===== src/rtl/if_queue_if.sv =====
// Fetch-to-decode queue bus: push side from fetch, head/handshake side toward decode.
// The slave modport is the queue; the master modport is whatever drives fetch/decode.
interface if_queue_if #(
    parameter int unsigned XLEN  = 32,
    parameter int unsigned PTR_W = 2
);
    logic             push_valid_i;
    logic [XLEN-1:0]  push_pc_i;
    logic [31:0]      push_inst_i;
    logic             push_ready_o;
    logic             flush_i;
    logic             id_ready_i;
    logic             id_valid_o;
    logic [XLEN-1:0]  id_pc_o;
    logic [31:0]      id_inst_o;
    logic [PTR_W:0]   count_o;

    modport master (
        output push_valid_i, push_pc_i, push_inst_i, flush_i, id_ready_i,
        input  push_ready_o, id_valid_o, id_pc_o, id_inst_o, count_o
    );

    modport slave (
        input  push_valid_i, push_pc_i, push_inst_i, flush_i, id_ready_i,
        output push_ready_o, id_valid_o, id_pc_o, id_inst_o, count_o
    );
endinterface


===== src/rtl/if_queue.sv =====
// Instruction fetch queue: DEPTH-entry circular FIFO of {pc, inst} pairs between fetch and
// decode, flushed wholesale on any control-flow redirect.
module if_queue #(
    parameter int unsigned XLEN     = 32,
    parameter int unsigned DEPTH    = 4,
    parameter int unsigned PTR_W    = 2,
    parameter logic [31:0] NOP_INST = 32'h0000_0013
) (
    input logic        clk,
    input logic        rst,
    if_queue_if.slave  q
);
    localparam int unsigned EntW = XLEN + 32;
    localparam logic [PTR_W:0] DepthCnt = (PTR_W + 1)'(DEPTH);

    logic [EntW-1:0]  mem_q [DEPTH];
    logic [EntW-1:0]  mem_d [DEPTH];
    logic [PTR_W-1:0] wr_ptr_q, wr_ptr_d;
    logic [PTR_W-1:0] rd_ptr_q, rd_ptr_d;
    logic [PTR_W:0]   count_q, count_d;

    logic            empty, full, id_valid, push_fire, pop_fire;
    logic [EntW-1:0] head;

    assign empty     = (count_q == '0);
    assign full      = (count_q == DepthCnt);
    assign id_valid  = !empty && !q.flush_i;
    // Ready depends on count only; a full queue never accepts, even alongside a pop.
    assign push_fire = q.push_valid_i && !full && !q.flush_i;
    assign pop_fire  = id_valid && q.id_ready_i;
    assign head      = mem_q[rd_ptr_q];

    always_comb begin
        mem_d    = mem_q;
        wr_ptr_d = wr_ptr_q;
        rd_ptr_d = rd_ptr_q;
        count_d  = count_q;
        if (q.flush_i) begin
            wr_ptr_d = '0;
            rd_ptr_d = '0;
            count_d  = '0;
        end else begin
            if (push_fire) begin
                mem_d[wr_ptr_q] = {q.push_pc_i, q.push_inst_i};
                wr_ptr_d        = wr_ptr_q + 1'b1;
            end
            if (pop_fire) begin
                rd_ptr_d = rd_ptr_q + 1'b1;
            end
            unique case ({push_fire, pop_fire})
                2'b10:   count_d = count_q + 1'b1;
                2'b01:   count_d = count_q - 1'b1;
                default: count_d = count_q;
            endcase
        end
    end

    always_ff @(posedge clk) begin
        if (rst) begin
            wr_ptr_q <= '0;
            rd_ptr_q <= '0;
            count_q  <= '0;
        end else begin
            wr_ptr_q <= wr_ptr_d;
            rd_ptr_q <= rd_ptr_d;
            count_q  <= count_d;
        end
        mem_q <= mem_d;
    end

    assign q.push_ready_o = !full;
    assign q.id_valid_o   = id_valid;
    assign q.id_pc_o      = empty ? '0 : head[EntW-1:32];
    assign q.id_inst_o    = empty ? NOP_INST : head[31:0];
    assign q.count_o      = count_q;
endmodule


===== src/flat_wrapper.sv =====
// flat-port wrapper written by rule: the top's interface ports become plain ports
module if_queue_flat 
#(
    parameter int unsigned XLEN     = 32,
    parameter int unsigned DEPTH    = 4,
    parameter int unsigned PTR_W    = 2,
    parameter logic [31:0] NOP_INST = 32'h0000_0013
)
  (clk, rst, q_push_valid_i, q_push_pc_i, q_push_inst_i, q_flush_i, q_id_ready_i, q_push_ready_o, q_id_valid_o, q_id_pc_o, q_id_inst_o, q_count_o);
  if_queue_if #(.XLEN(XLEN), .PTR_W(PTR_W)) q_i ();
  input logic clk;
  input logic rst;
  input wire logic [$bits(q_i.push_valid_i)-1:0] q_push_valid_i;
  input wire logic [$bits(q_i.push_pc_i)-1:0] q_push_pc_i;
  input wire logic [$bits(q_i.push_inst_i)-1:0] q_push_inst_i;
  input wire logic [$bits(q_i.flush_i)-1:0] q_flush_i;
  input wire logic [$bits(q_i.id_ready_i)-1:0] q_id_ready_i;
  output wire logic [$bits(q_i.push_ready_o)-1:0] q_push_ready_o;
  output wire logic [$bits(q_i.id_valid_o)-1:0] q_id_valid_o;
  output wire logic [$bits(q_i.id_pc_o)-1:0] q_id_pc_o;
  output wire logic [$bits(q_i.id_inst_o)-1:0] q_id_inst_o;
  output wire logic [$bits(q_i.count_o)-1:0] q_count_o;
  assign q_i.push_valid_i = q_push_valid_i;
  assign q_i.push_pc_i = q_push_pc_i;
  assign q_i.push_inst_i = q_push_inst_i;
  assign q_i.flush_i = q_flush_i;
  assign q_i.id_ready_i = q_id_ready_i;
  assign q_push_ready_o = q_i.push_ready_o;
  assign q_id_valid_o = q_i.id_valid_o;
  assign q_id_pc_o = q_i.id_pc_o;
  assign q_id_inst_o = q_i.id_inst_o;
  assign q_count_o = q_i.count_o;
  if_queue #(.XLEN(XLEN), .DEPTH(DEPTH), .PTR_W(PTR_W), .NOP_INST(NOP_INST)) u_core (.clk(clk), .rst(rst), .q(q_i));
endmodule

===== config.mk =====
export PLATFORM = sky130hd
export DESIGN_NAME = if_queue_flat
export DESIGN_NICKNAME = d
export VERILOG_FILES = /design/src/rtl/if_queue_if.sv /design/src/rtl/if_queue.sv /design/src/flat_wrapper.sv
export SDC_FILE = /design/constraint.sdc
export NUM_CORES = 1
export LEC_CHECK = 0
export BUFFER_PORTS_ARGS = -buffer_cell sky130_fd_sc_hd__buf_2
export CAP_MARGIN = 20
export CORE_ASPECT_RATIO = 1.4
export CORE_MARGIN = 2
export CORE_UTILIZATION = 40
export DETAILED_ROUTE_END_ITERATION = 10
export PLACE_DENSITY = 0.6
export SYNTH_ARGS = -nofsm -noshare
export SYNTH_HDL_FRONTEND = slang
export SYNTH_SLANG_ARGS = --single-unit

===== constraint.sdc =====
create_clock -name clk -period 6.61 [get_ports clk]
set_clock_uncertainty 0.1 [all_clocks]
set_input_delay 0.9915 -clock clk [delete_from_list [all_inputs] [get_ports clk]]
set_output_delay 0.9915 -clock clk [all_outputs]
set_load 0.01 [all_outputs]

**After elaboration in Yosys (flattened, before gate mapping)**

Index checks and enable logic that the tools add are counted.

- Register bits after elaboration: 263
- Latch bits: 0
- RAM bits: 0
- Bits in read-only memories: 0
- Input port bits: 69
- Output and inout port bits: 69
- Memories: 0

- Add/subtract/negate cells: 4
- Multiply operators: 0
- Div/mod/pow operators: 0
- Magnitude comparators: 3
- Equal/unequal tests: 3
- Shift operators: 0
- Multiplexer cells: 9
- Bitwise gates (word level): 3
- Reduce and logical (&&, ||, !) cells: 12

Operators with widths:

| cell | count |
|---|---|
| 256-bit bitwise mux | 1 |
| 64-bit two-way mux | 3 |
| 64-bit binary-select mux with 2-bit select | 1 |
| 64-bit demux with 2-bit select | 1 |
| 32-bit two-way mux | 2 |
| 3-bit >= comparator, second input constant | 2 |
| 2-bit NOT with 3-bit output | 2 |
| 3-bit one-hot mux with 2 select lines | 1 |
| 1-bit logical AND | 5 |
| 2-bit by 1-bit adder with 2-bit output, second input constant | 2 |
| 3-bit by 1-bit adder with 3-bit output, second input constant | 1 |
| 3-bit == test, second input constant | 1 |
| 1-bit logical NOT | 3 |
| 3-bit logical NOT | 1 |
| 3-bit by 1-bit < comparator with 1-bit output, second input constant | 1 |
| 3-bit by 1-bit subtractor with 3-bit output, second input constant | 1 |
| 2-bit by 1-bit == test with 1-bit output, second input constant | 1 |
| 2-bit == test, second input constant | 1 |
| 2-bit AND reduction | 1 |
| 2-bit nonzero test | 1 |
| 2-bit OR reduction | 1 |
| 1-bit NOT | 1 |

**Depth between registers and ports, before layout**

Gate-level depths: netlist of the first run.

- Depth in word-level cells: 6
- Mapped depth: 9
- Gate-level depth less buffers: 9

**Least setup slack after synthesis of the first run**

No wires, ideal clock.

- Path type: input to register
- Start: input q_push_valid_i
- End: register u_core.mem_q[0] (netlist bit) (enable)
- Library setup time: 0.429 ns
- Arrival: 2.884 ns
- Slack: 3.197 ns
- Cell stages on the path: 3
- Path through: inv_1 -> nor3_1 -> and2_1

- Word-level cells in the longest chain between the ends: 3

Ends and longest elaborated chain:

| what | line | text |
|---|---|---|
| from (decl) | flat_wrapper.sv:13 | `input wire logic [$bits(q_i.push_valid_i)-1:0] q_push_valid_i;` |
| 1-bit logical AND (2 in a row) | if_queue.sv:29 | `assign push_fire = q.push_valid_i && !full && !q.flush_i;` |
| 2-bit AND reduction (no line) | n/a |  |
| to (signal assigned) | if_queue.sv:68 | `mem_q <= mem_d;` |
| to (decl) | if_queue.sv:16 | `logic [EntW-1:0] mem_q [DEPTH];` |

No other way between the ends.
A chain may end at the register's enable or synchronous reset.

**Worst setup path after layout of the first run**

- Start: register u_core.rd_ptr_q[0]
- End: output q_id_inst_o[4]

- Word-level cells in the longest chain between the ends: 5

Ends and longest elaborated chain:

| what | line | text |
|---|---|---|
| from (decl) | if_queue.sv:19 | `logic [PTR_W-1:0] rd_ptr_q, rd_ptr_d;` |
| from (signal assigned) | if_queue.sv:65 | `rd_ptr_q <= rd_ptr_d;` |
| 2-bit NOT with 3-bit output (implied by the code) | if_queue.sv:31 | `assign head = mem_q[rd_ptr_q];` |
| 64-bit binary-select mux with 2-bit select | if_queue.sv:31 |  |
| 64-bit two-way mux (implied by the code) (2 in a row) | if_queue.sv:31 |  |
| 32-bit two-way mux | if_queue.sv:74 | `assign q.id_inst_o = empty ? NOP_INST : head[31:0];` |
| to (decl) | flat_wrapper.sv:21 | `output wire logic [$bits(q_i.id_inst_o)-1:0] q_id_inst_o;` |

No other way between the ends. The select of a mux whose other input is x is not followed.

==> results.json, run 1 <==
{
  "outcome": "finished clean",
  "avgSynthCellArea_um2": 22.0,
  "rrSetupSlack_ps": 3800,
  "drtIter0Drc": 236,
  "yosys.area.top_type": "edfxtp_1",
  "wirelength_mm": 19.3,
  "postSynthCellCount": 459,
  "power_density_nw_per_um2": 286,
  "fin_setup_tns_ps": 0,
  "grt_overflow_total": 0,
  "grt_pass1_wl_mm": 29.8,
  "holdBufCountCts": 0,
  "holdWs_ps": 437,
  "fp.dieW_um": 138,
  "dieArea_um2": 26600,
  "synthTopCellsByCount": "edfxtp_1, mux4_2, nor2b_1",
  "required_ps": 5520,
  "crit_fanout": 39,
  "cts_buffer_depth": 3,
  "vias_per_cell": 5.15,
  "synthMuxAreaShare": 0.143,
  "netlist_area_um2": 10100,
  "core_um2": 24800,
  "synth.distinct_cells": 28,
  "post_cts_buffers": 0,
  "maxCapViolations": 0,
  "floorplan.rows": 68,
  "synthAdderAreaFrac": 0.00817,
  "io_pins": 138,
  "worst_slew_pin_slew_ps": 1030,
  "arrival_ps": 2940,
  "grt_max_degree": 67,
  "synth-compound-area-share": 0.00520,
  "firstDrtPassIters": 4,
  "port_buffers": 137,
  "grt_setup_unrepaired": "no",
  "nets": 677,
  "path_clk_slew_ps": 70,
  "ant_nets": 0,
  "synth_top_flop_cell": "edfxtp_1",
  "period_share": 0.609,
  "cp_top_family": "flip-flops",
  "ys_top_cells_by_area": "edfxtp_1, mux4_2, nor2b_1",
  "synthesis.nets": 534,
  "ys_ff_latch": 263,
  "dp_hpwl_mm": 10.9,
  "synth_edf_count": 256,
  "synth_xor_area_frac": 0.00260,
  "crit_path_start_kind": "flip-flop",
  "synth.most_common_cell": "edfxtp_1",
  "irDropWorstVdd_mv": 0.159,
  "critical_path_buf_inv_count": 2,
  "fin_crit_ps": 4030,
  "cp-end-kind": "primary output",
  "antenna_found_initial": 2,
  "cts_root_buf": "clkbuf_16",
  "cts-htree-levels": 1,
  "cp_cell_sequence": "buf_4 -> mux4_2 -> or2_1 -> buf_2",
  "synthSimpleGateAreaFrac": 0.0502,
  "via_count": 4811,
  "hold_violations": 0,
  "grt_pass1_vias": 5431,
  "cts_resized": 0,
  "drc": 0,
  "numCtsBuffers": 24,
  "wl_per_cell_um": 20.7,
  "cts_tree": "done",
  "ys_seq_area_frac": 0.775,
  "yosysTopAreaCellShare": 0.761,
  "clk-insertion-delay-late_ps": 510,
  "grt_use_total": 0.145,
  "synthArstFlopShare": 0,
  "start_util": 0.408,
  "crit_path_max_incr_delay_ps": 880,
  "p_leak_nw": 3.97,
  "synth_top_family_by_area": "multiplexers",
  "slew-limit-headroom": 0.311,
  "drv_slew": 0,
  "slowest_stage": "dfxtp_4",
  "setup_viol": 0,
  "cts_sinks": 263,
  "path_class": "flip-flop to primary output",
  "max_freq_mhz": 248,
  "gp_congestion": 0.703,
  "setup_ws_ps": 2580,
  "die_h_um": 192,
  "hold_path_class": "flip-flop to flip-flop",
  "syn2layout_area_growth_pct": 17.7,
  "preCtsSetupSlack_ps": 2980,
  "yosys_warnings": 0,
  "drive_gt1_frac": 0.395
}
## metrics by stage
stage | std cells | area [um^2] | power [mW] | utilization
2_1_floorplan | 459 | 10100 | 1.96 | -
3_3_place_gp | 891 | 11100 | 2.02 | 0.448
3_5_place_dp | 891 | 11100 | 2.03 | 0.448
4_1_cts | 933 | 11900 | 3.43 | 0.480
5_1_grt | 934 | 11900 | 3.50 | 0.480
6_report | 934 | 11900 | 3.39 | 0.480
## routing by layer
metal	track usage	routed length (um)
met1	0.169	7570
met2	0.270	10400
met3	0.0267	849
met4	0.0467	461
met5	0	0
## placed cells by master (no fill, tap or decap), types with 3 or more instances in the layout
cell | netlist | final
a21oi_1 | 5 | 5
clkbuf_1 | 8 | 5
dfxtp_1 | 7 | 5
and2_4 | 0 | 4
nor2_1 | 6 | 6
buf_2 | 5 | 137
xor2_1 | 3 | 3
clkbuf_16 | 0 | 25
clkinv_1 | 0 | 4
or2_1 | 3 | 3
clkinv_2 | 0 | 4
bufinv_16 | 0 | 4
inv_1 | 8 | 8
edfxtp_1 | 256 | 256
and2b_1 | 3 | 3
ha_1 | 5 | 5
o21ai_0 | 4 | 4
nor2b_1 | 58 | 58
mux4_2 | 64 | 64
## worst register-to-register path, delay by kind of cell, from the launching register on
kind	cells	cell delay [ps]
simple gates	3	1070
buf+inv	2	170
compound gates	1	210
flops	1	440
xor+xnor	1	170
fa+ha+maj	2	570
## area by class of cell
type | instances | area (um^2)
diodes | 1 | 2.50
inverters | 8 | 30.0
clock inverters | 12 | 155
repair buffers | 139 | 701
fillers | 2044 | 12900
multi-input cells | 166 | 2130
flip-flops and latches | 263 | 7840
clock buffers | 30 | 644
well taps | 315 | 394
## final timing paths
kind | start | endpoint | depth (start not counted)
max | u_core.rd_ptr_q[0] | q_id_inst_o[4] | 4
min | u_core.wr_ptr_q[1] | u_core.wr_ptr_q[1] | 2
max reg2reg | u_core.q.count_o[2] | u_core.q.count_o[2] | 9
min reg2reg | u_core.wr_ptr_q[1] | u_core.wr_ptr_q[1] | 2
## sequential cells by signal, indices dropped and copies added, names as in the netlist
name              cells
u_core.mem_q        256
u_core.q.count_o      3
u_core.wr_ptr_q       2
u_core.rd_ptr_q       2
## cell families after synthesis
family	Yosys count
AO/OA/AOI/OAI	10
adder cells (fa/ha/maj)	6
AND/OR/NAND/NOR	83
multiplexers	64
XOR/XNOR	3
flip-flops	263
buffers and inverters	30
## power breakdown
part           leakage [nW]  internal (mW)  switching (mW)
registers              2.38           1.86         0.00825
logic                  1.20         0.0555          0.0687
clock network         0.392          0.843           0.562
No activity file was read; power rests on OpenSTA's default activity.
==> run 2, diff against run 1 <==
--- a/config.mk
+++ b/config.mk
@@ -5,6 +5,7 @@
 export SDC_FILE = /design/constraint.sdc
 export NUM_CORES = 1
 export LEC_CHECK = 0
+export ABC_AREA = 1
 export BUFFER_PORTS_ARGS = -buffer_cell sky130_fd_sc_hd__buf_2
 export CAP_MARGIN = 20
 export CORE_ASPECT_RATIO = 1.4
==> constraint.sdc (replaced) <==
create_clock -name clk -period 4.2 [get_ports clk]
set_clock_uncertainty 0.1 [all_clocks]
set_input_delay 0.63 -clock clk [delete_from_list [all_inputs] [get_ports clk]]
set_output_delay 0.63 -clock clk [all_outputs]
set_load 0.01 [all_outputs]
==> run 2 against run 1 <==
Power grew 58%. Area after synthesis grew 2.2%. First-iteration DRC count grew 100%. Sequential power grew 57%. Via count grew 34%. Register-to-register slack lost 2000 ps. Sequential share of layout area shrank 1.3 points. Clock-buffer cell count grew 1. Flip-flop and latch count is the same. Critical path depth grew 1. Combinational power grew 98%. Non-clock buffer count grew 12. Critical path type unchanged. Largest cell class unchanged. Largest power group unchanged.
==> results.json, run 2 <==
{
  "crit_path_max_incr_delay_ps": 620,
  "yosys.area.top_type": "edfxtp_1",
  "required_ps": 3470,
  "irDropWorstVdd_mv": 0.303,
  "cp-end-kind": "primary output",
  "yosysTopAreaCellShare": 0.745,
  "synthTopCellsByCount": "nor2_1, edfxtp_1, o21ai_0",
  "dp_hpwl_mm": 13.3,
  "grtUsageMet3": 0.0284,
  "arrival_ps": 2550,
  "netlist_area_um2": 10300,
  "slowest_stage": "dfxtp_4",
  "cts_tree": "done",
  "synthAdderAreaFrac": 0.00800,
  "outcome": "finished clean",
  "syn2layout_area_growth_pct": 17.5,
  "layout_common_cells": "edfxtp_1, nor2_1, buf_2",
  "cts_root_buf": "clkbuf_16",
  "yosys_warnings": 0,
  "io_pins": 138,
  "grt_use_total": 0.160,
  "synth.most_common_cell": "nor2_1",
  "slew-limit-headroom": 0.463,
  "synthSimpleGateAreaFrac": 0.105,
  "drtIter0Drc": 475,
  "grtUsageMet2": 0.279,
  "p_leak_nw": 4.42,
  "synth_top_family_by_area": "simple AND/OR/NAND/NOR gates",
  "antenna_found_initial": 3,
  "cts_buffer_depth": 3,
  "synth-compound-area-share": 0.0965,
  "grt_max_degree": 66,
  "grt_pass1_wl_mm": 34.1,
  "path_class": "flip-flop to primary output",
  "nets": 1026,
  "vias_per_cell": 5.02,
  "critical_path_buf_inv_count": 3,
  "maxCapViolations": 0,
  "port_buffers": 137,
  "fin_setup_tns_ps": 0,
  "grt_pass1_vias": 6375,
  "postSynthCellCount": 822,
  "firstDrtPassIters": 4,
  "start_util": 0.407,
  "max_freq_mhz": 305,
  "path_clk_slew_ps": 60,
  "dieArea_um2": 27100,
  "dpl_cell_area_um2": 11300,
  "die_h_um": 194,
  "fp.dieW_um": 140,
  "hold_violations": 0,
  "regMostFlops": "u_core.mem_q",
  "crit_fanout": 50,
  "fin_area_um2": 12100,
  "setup_viol": 0,
  "synthMuxAreaShare": 0,
  "cts_sinks": 263,
  "via_count": 6466,
  "synthesis.nets": 897,
  "cp_top_family": "buffers and inverters",
  "synthArstFlopShare": 0,
  "fin_crit_ps": 3280,
  "wl_per_cell_um": 17.4,
  "post_cts_buffers": 0,
  "crit_path_start_kind": "flip-flop",
  "drc": 0,
  "largest_reg_flops": 256,
  "grt_overflow_total": 0,
  "power_density_nw_per_um2": 442,
  "hold_path_class": "input port to flip-flop",
  "cts_resized": 0,
  "cts-htree-levels": 1,
  "final_common_cell": "edfxtp_1",
  "synth_top_flop_cell": "edfxtp_1",
  "numCtsBuffers": 24,
  "ys_top_cells_by_area": "edfxtp_1, nor2_1, o21ai_0",
  "fin_util": 0.478,
  "synth_edf_count": 256,
  "drive_gt1_frac": 0.198,
  "worst_slew_pin_slew_ps": 806,
  "synth.distinct_cells": 18,
  "period_share": 0.782,
  "ant_nets": 0,
  "avgSynthCellArea_um2": 12.6,
  "core_um2": 25400,
  "clk-insertion-delay-late_ps": 510,
  "synth_xor_area_frac": 0,
  "ys_seq_area_frac": 0.758,
  "gp_congestion": 0.732,
  "grt-busiest-layer": "met2",
  "wirelength_mm": 22.5,
  "drv_slew": 0,
  "holdBufCountCts": 0,
  "ys_ff_latch": 263,
  "floorplan.rows": 69,
  "grt_setup_unrepaired": "no",
  "cp_cell_sequence": "clkinv_2 -> buf_12 -> o21ai_0 -> a21oi_1 -> buf_2",
  "use_met1": 0.198
}
run 2: changes by cell type after synthesis, moves of 24 or more:
cell     change
o21ai_0    +121
nor2_1     +251
a21oi_1     +66
nor2b_1     -58
mux4_2      -64
nand2_1     +24
run 2: cell type report:
type,count,area (um^2)
Clock buffer,31,648
Fill cell,2262,13300
Multi-Input combinational cell,492,2190
Timing Repair Buffer,151,841
Antenna cell,2,5.00
Clock inverter,12,131
Inverter,19,72.6
Tap cell,319,399
Sequential cell,263,7830
run 2: worst register-to-register path: cells and delay by family, from the launching register on:
family / cells / cell delay [ps]
and+or+nand+nor: 4 / 1160
DFF: 1 / 380
buffers and inverters: 1 / 380
run 2: logic make-up (layout without fill, tap and decap cells):
family | count (synthesis) | count (layout)
and+or+nand+nor | 287 | 287
DFF | 263 | 263
adders and majority gates | 6 | 6
other | 0 | 2
AOI/OAI and AO/OA | 199 | 199
buffers and inverters | 67 | 213
run 2: through the flow:
stage	power, mW	hold WS, ps	worst slack [ps]	instances
after floorplan	3.12	407	14.1	822
after global placement	3.25	443	1400	1244
after detailed placement	3.25	455	1350	1244
after CTS	5.41	208	811	1287
after global routing	5.54	221	663	1288
final	5.36	234	916	1289
run 2: final timing paths:
| check | startpoint | to | slack [ps] | cells past startpoint |
|---|---|---|---|---|
| max | u_core.rd_ptr_q[0] | q_id_inst_o[18] | 920 | 5 |
| min | q_push_pc_i[1] | u_core.mem_q[161] | 230 | 1 |
| max reg2reg | u_core.q.count_o[1] | u_core.mem_q[193] | 1820 | 5 |
| min reg2reg | u_core.q.count_o[0] | u_core.q.count_o[0] | 460 | 2 |
run 2: layer usage:
layer  wire [um]  part of all wire
met2       11300              0.50
met1        9410              0.42
met4         685             0.031
met3        1050             0.047
met5          12           0.00053
run 2: report_power, final:
part | internal (mW) | switching, mW | leakage [nW]
clock | 1.27 | 0.898 | 0.377
combinational | 0.0792 | 0.167 | 1.66
sequential | 2.93 | 0.0125 | 2.38
==> run 3, diff against run 2 <==
==> constraint.sdc (replaced) <==
create_clock -name clk -period 3.1 [get_ports clk]
set_clock_uncertainty 0.1 [all_clocks]
set_input_delay 0.465 -clock clk [delete_from_list [all_inputs] [get_ports clk]]
set_output_delay 0.465 -clock clk [all_outputs]
set_load 0.01 [all_outputs]
==> run 3 against run 2 <==
Flip-flop and latch count stayed put. Highest routed layer unchanged. Register-to-register slack worse by 960 ps. Die area stayed put. Utilization is 0.39 points higher. Non-clock buffer count is 5 higher.
==> results.json, run 3 (synthesized netlist as in run 2, its figures left out) <==
{
  "outcome": "finished clean",
  "drc": 0,
  "maxCapViolations": 0,
  "grt_pass1_wl_mm": 35.1,
  "antenna_found_initial": 2,
  "path_class": "flip-flop to primary output",
  "wirelength_mm": 23.0,
  "cts-htree-levels": 1,
  "fp.dieW_um": 140,
  "slew-limit-headroom": 0.601,
  "floorplan.rows": 69,
  "grt_overflow_total": 0,
  "cts_resized": 0,
  "crit_fanout": 38,
  "period_share": 0.911,
  "irDropWorstVdd_mv": 0.446,
  "drv_slew": 0,
  "cts_buffer_depth": 3,
  "final_common_cell": "edfxtp_1",
  "crit_path_start_kind": "flip-flop",
  "cts_tree": "done",
  "wl_per_cell_um": 17.7,
  "arrival_ps": 2260,
  "gp_congestion": 0.722,
  "port_buffers": 137,
  "setup_viol": 0,
  "layout_common_cells": "edfxtp_1, nor2_1, buf_2",
  "holdWs_ps": 68.0,
  "largest_reg_flops": 256,
  "hold_violations": 0,
  "drive_gt1_frac": 0.206,
  "final_cells": 1295,
  "setup_ws_ps": 276,
  "cts_sinks": 263,
  "clk-insertion-delay-late_ps": 510,
  "numCtsBuffers": 25,
  "firstDrtPassIters": 4,
  "cp-end-kind": "primary output",
  "grt_setup_unrepaired": "no",
  "fin_util": 0.482,
  "hold_path_class": "input port to flip-flop",
  "p_leak_nw": 4.48,
  "die_h_um": 194,
  "ant_nets": 0,
  "syn2layout_area_growth_pct": 18.4,
  "power_density_nw_per_um2": 604,
  "fin_crit_ps": 2820,
  "holdBufCountCts": 0,
  "required_ps": 2530,
  "grt_max_degree": 67,
  "via_count": 6568,
  "post_cts_buffers": 0,
  "dp_hpwl_mm": 12.9,
  "fin_setup_tns_ps": 0,
  "vias_per_cell": 5.07,
  "placedCellCount": 1249,
  "grt_pass1_vias": 6427,
  "path_clk_slew_ps": 70,
  "max_freq_mhz": 354,
  "io_pins": 138,
  "grt_use_total": 0.164,
  "core_um2": 25400,
  "worst_slew_pin_slew_ps": 599,
  "cts_root_buf": "clkbuf_16",
  "start_util": 0.407,
  "preCtsSetupSlack_ps": 767,
  "nets": 1032,
  "regMostFlops": "u_core.mem_q",
  "drtIter0Drc": 455,
  "dieArea_um2": 27100
}
==> run 3: changes by cell type in the layout (fill, tap and decap cells not counted) <==
cell,change
clkinv_1,+1
clkbuf_1,-3
diode_2,-1
buf_12,+2
buf_4,+3
clkinv_2,+2
clkinvlp_4,+1
bufinv_16,+1
==> run 3: path summary, 6_finish.rpt <==
kind | from | endpoint | slack (ps) | cells after the start
max | u_core.rd_ptr_q[0] | q_id_inst_o[0] | 280 | 6
min | q_push_inst_i[22] | u_core.mem_q[86] | 70 | 1
max reg2reg | u_core.q.count_o[1] | u_core.q.count_o[2] | 860 | 12
min reg2reg | u_core.wr_ptr_q[0] | u_core.wr_ptr_q[0] | 460 | 2
==> run 3: worst max-delay path, cell delays in order (launching register included) <==
cell	delay, ps
dfxtp_4	530
buf_4	440
nand2_1	90
nand2_1	70
a21oi_1	40
o21ai_0	360
buf_2	210
==> run 3: metal layers <==
layer / GRT usage / routed length [um] / part of all wire
met4: 0.0352 / 311 / 0.014
met2: 0.296 / 12000 / 0.52
met3: 0.0274 / 1090 / 0.047
met1: 0.207 / 9580 / 0.42
met5: 0 / 13 / 0.00057
==> run 3: cell type report <==
class                      count  area [um^2]
multi-input combinational    492         2190
clock inverter                17          183
sequential                   263         7830
tap                          319          399
inverter                      19         72.6
antenna                        1         2.50
fill                        2283        13200
timing repair buffer         156          903
clock buffer                  28          637
==> run 3: through the flow <==
step	instance area, um^2	power (mW)
after floorplan	10300	4.23
after global placement	11400	4.41
after detailed placement	11400	4.42
after CTS	12200	7.47
after global routing	12200	7.64
final	12200	7.38
==> run 3: where the power goes <==
group          leakage (nW)  internal, mW  switching, mW  total, mW
combinational          1.70         0.113          0.233      0.346
clock                 0.397          1.81           1.24       3.05
sequential             2.38          3.97         0.0163       3.99
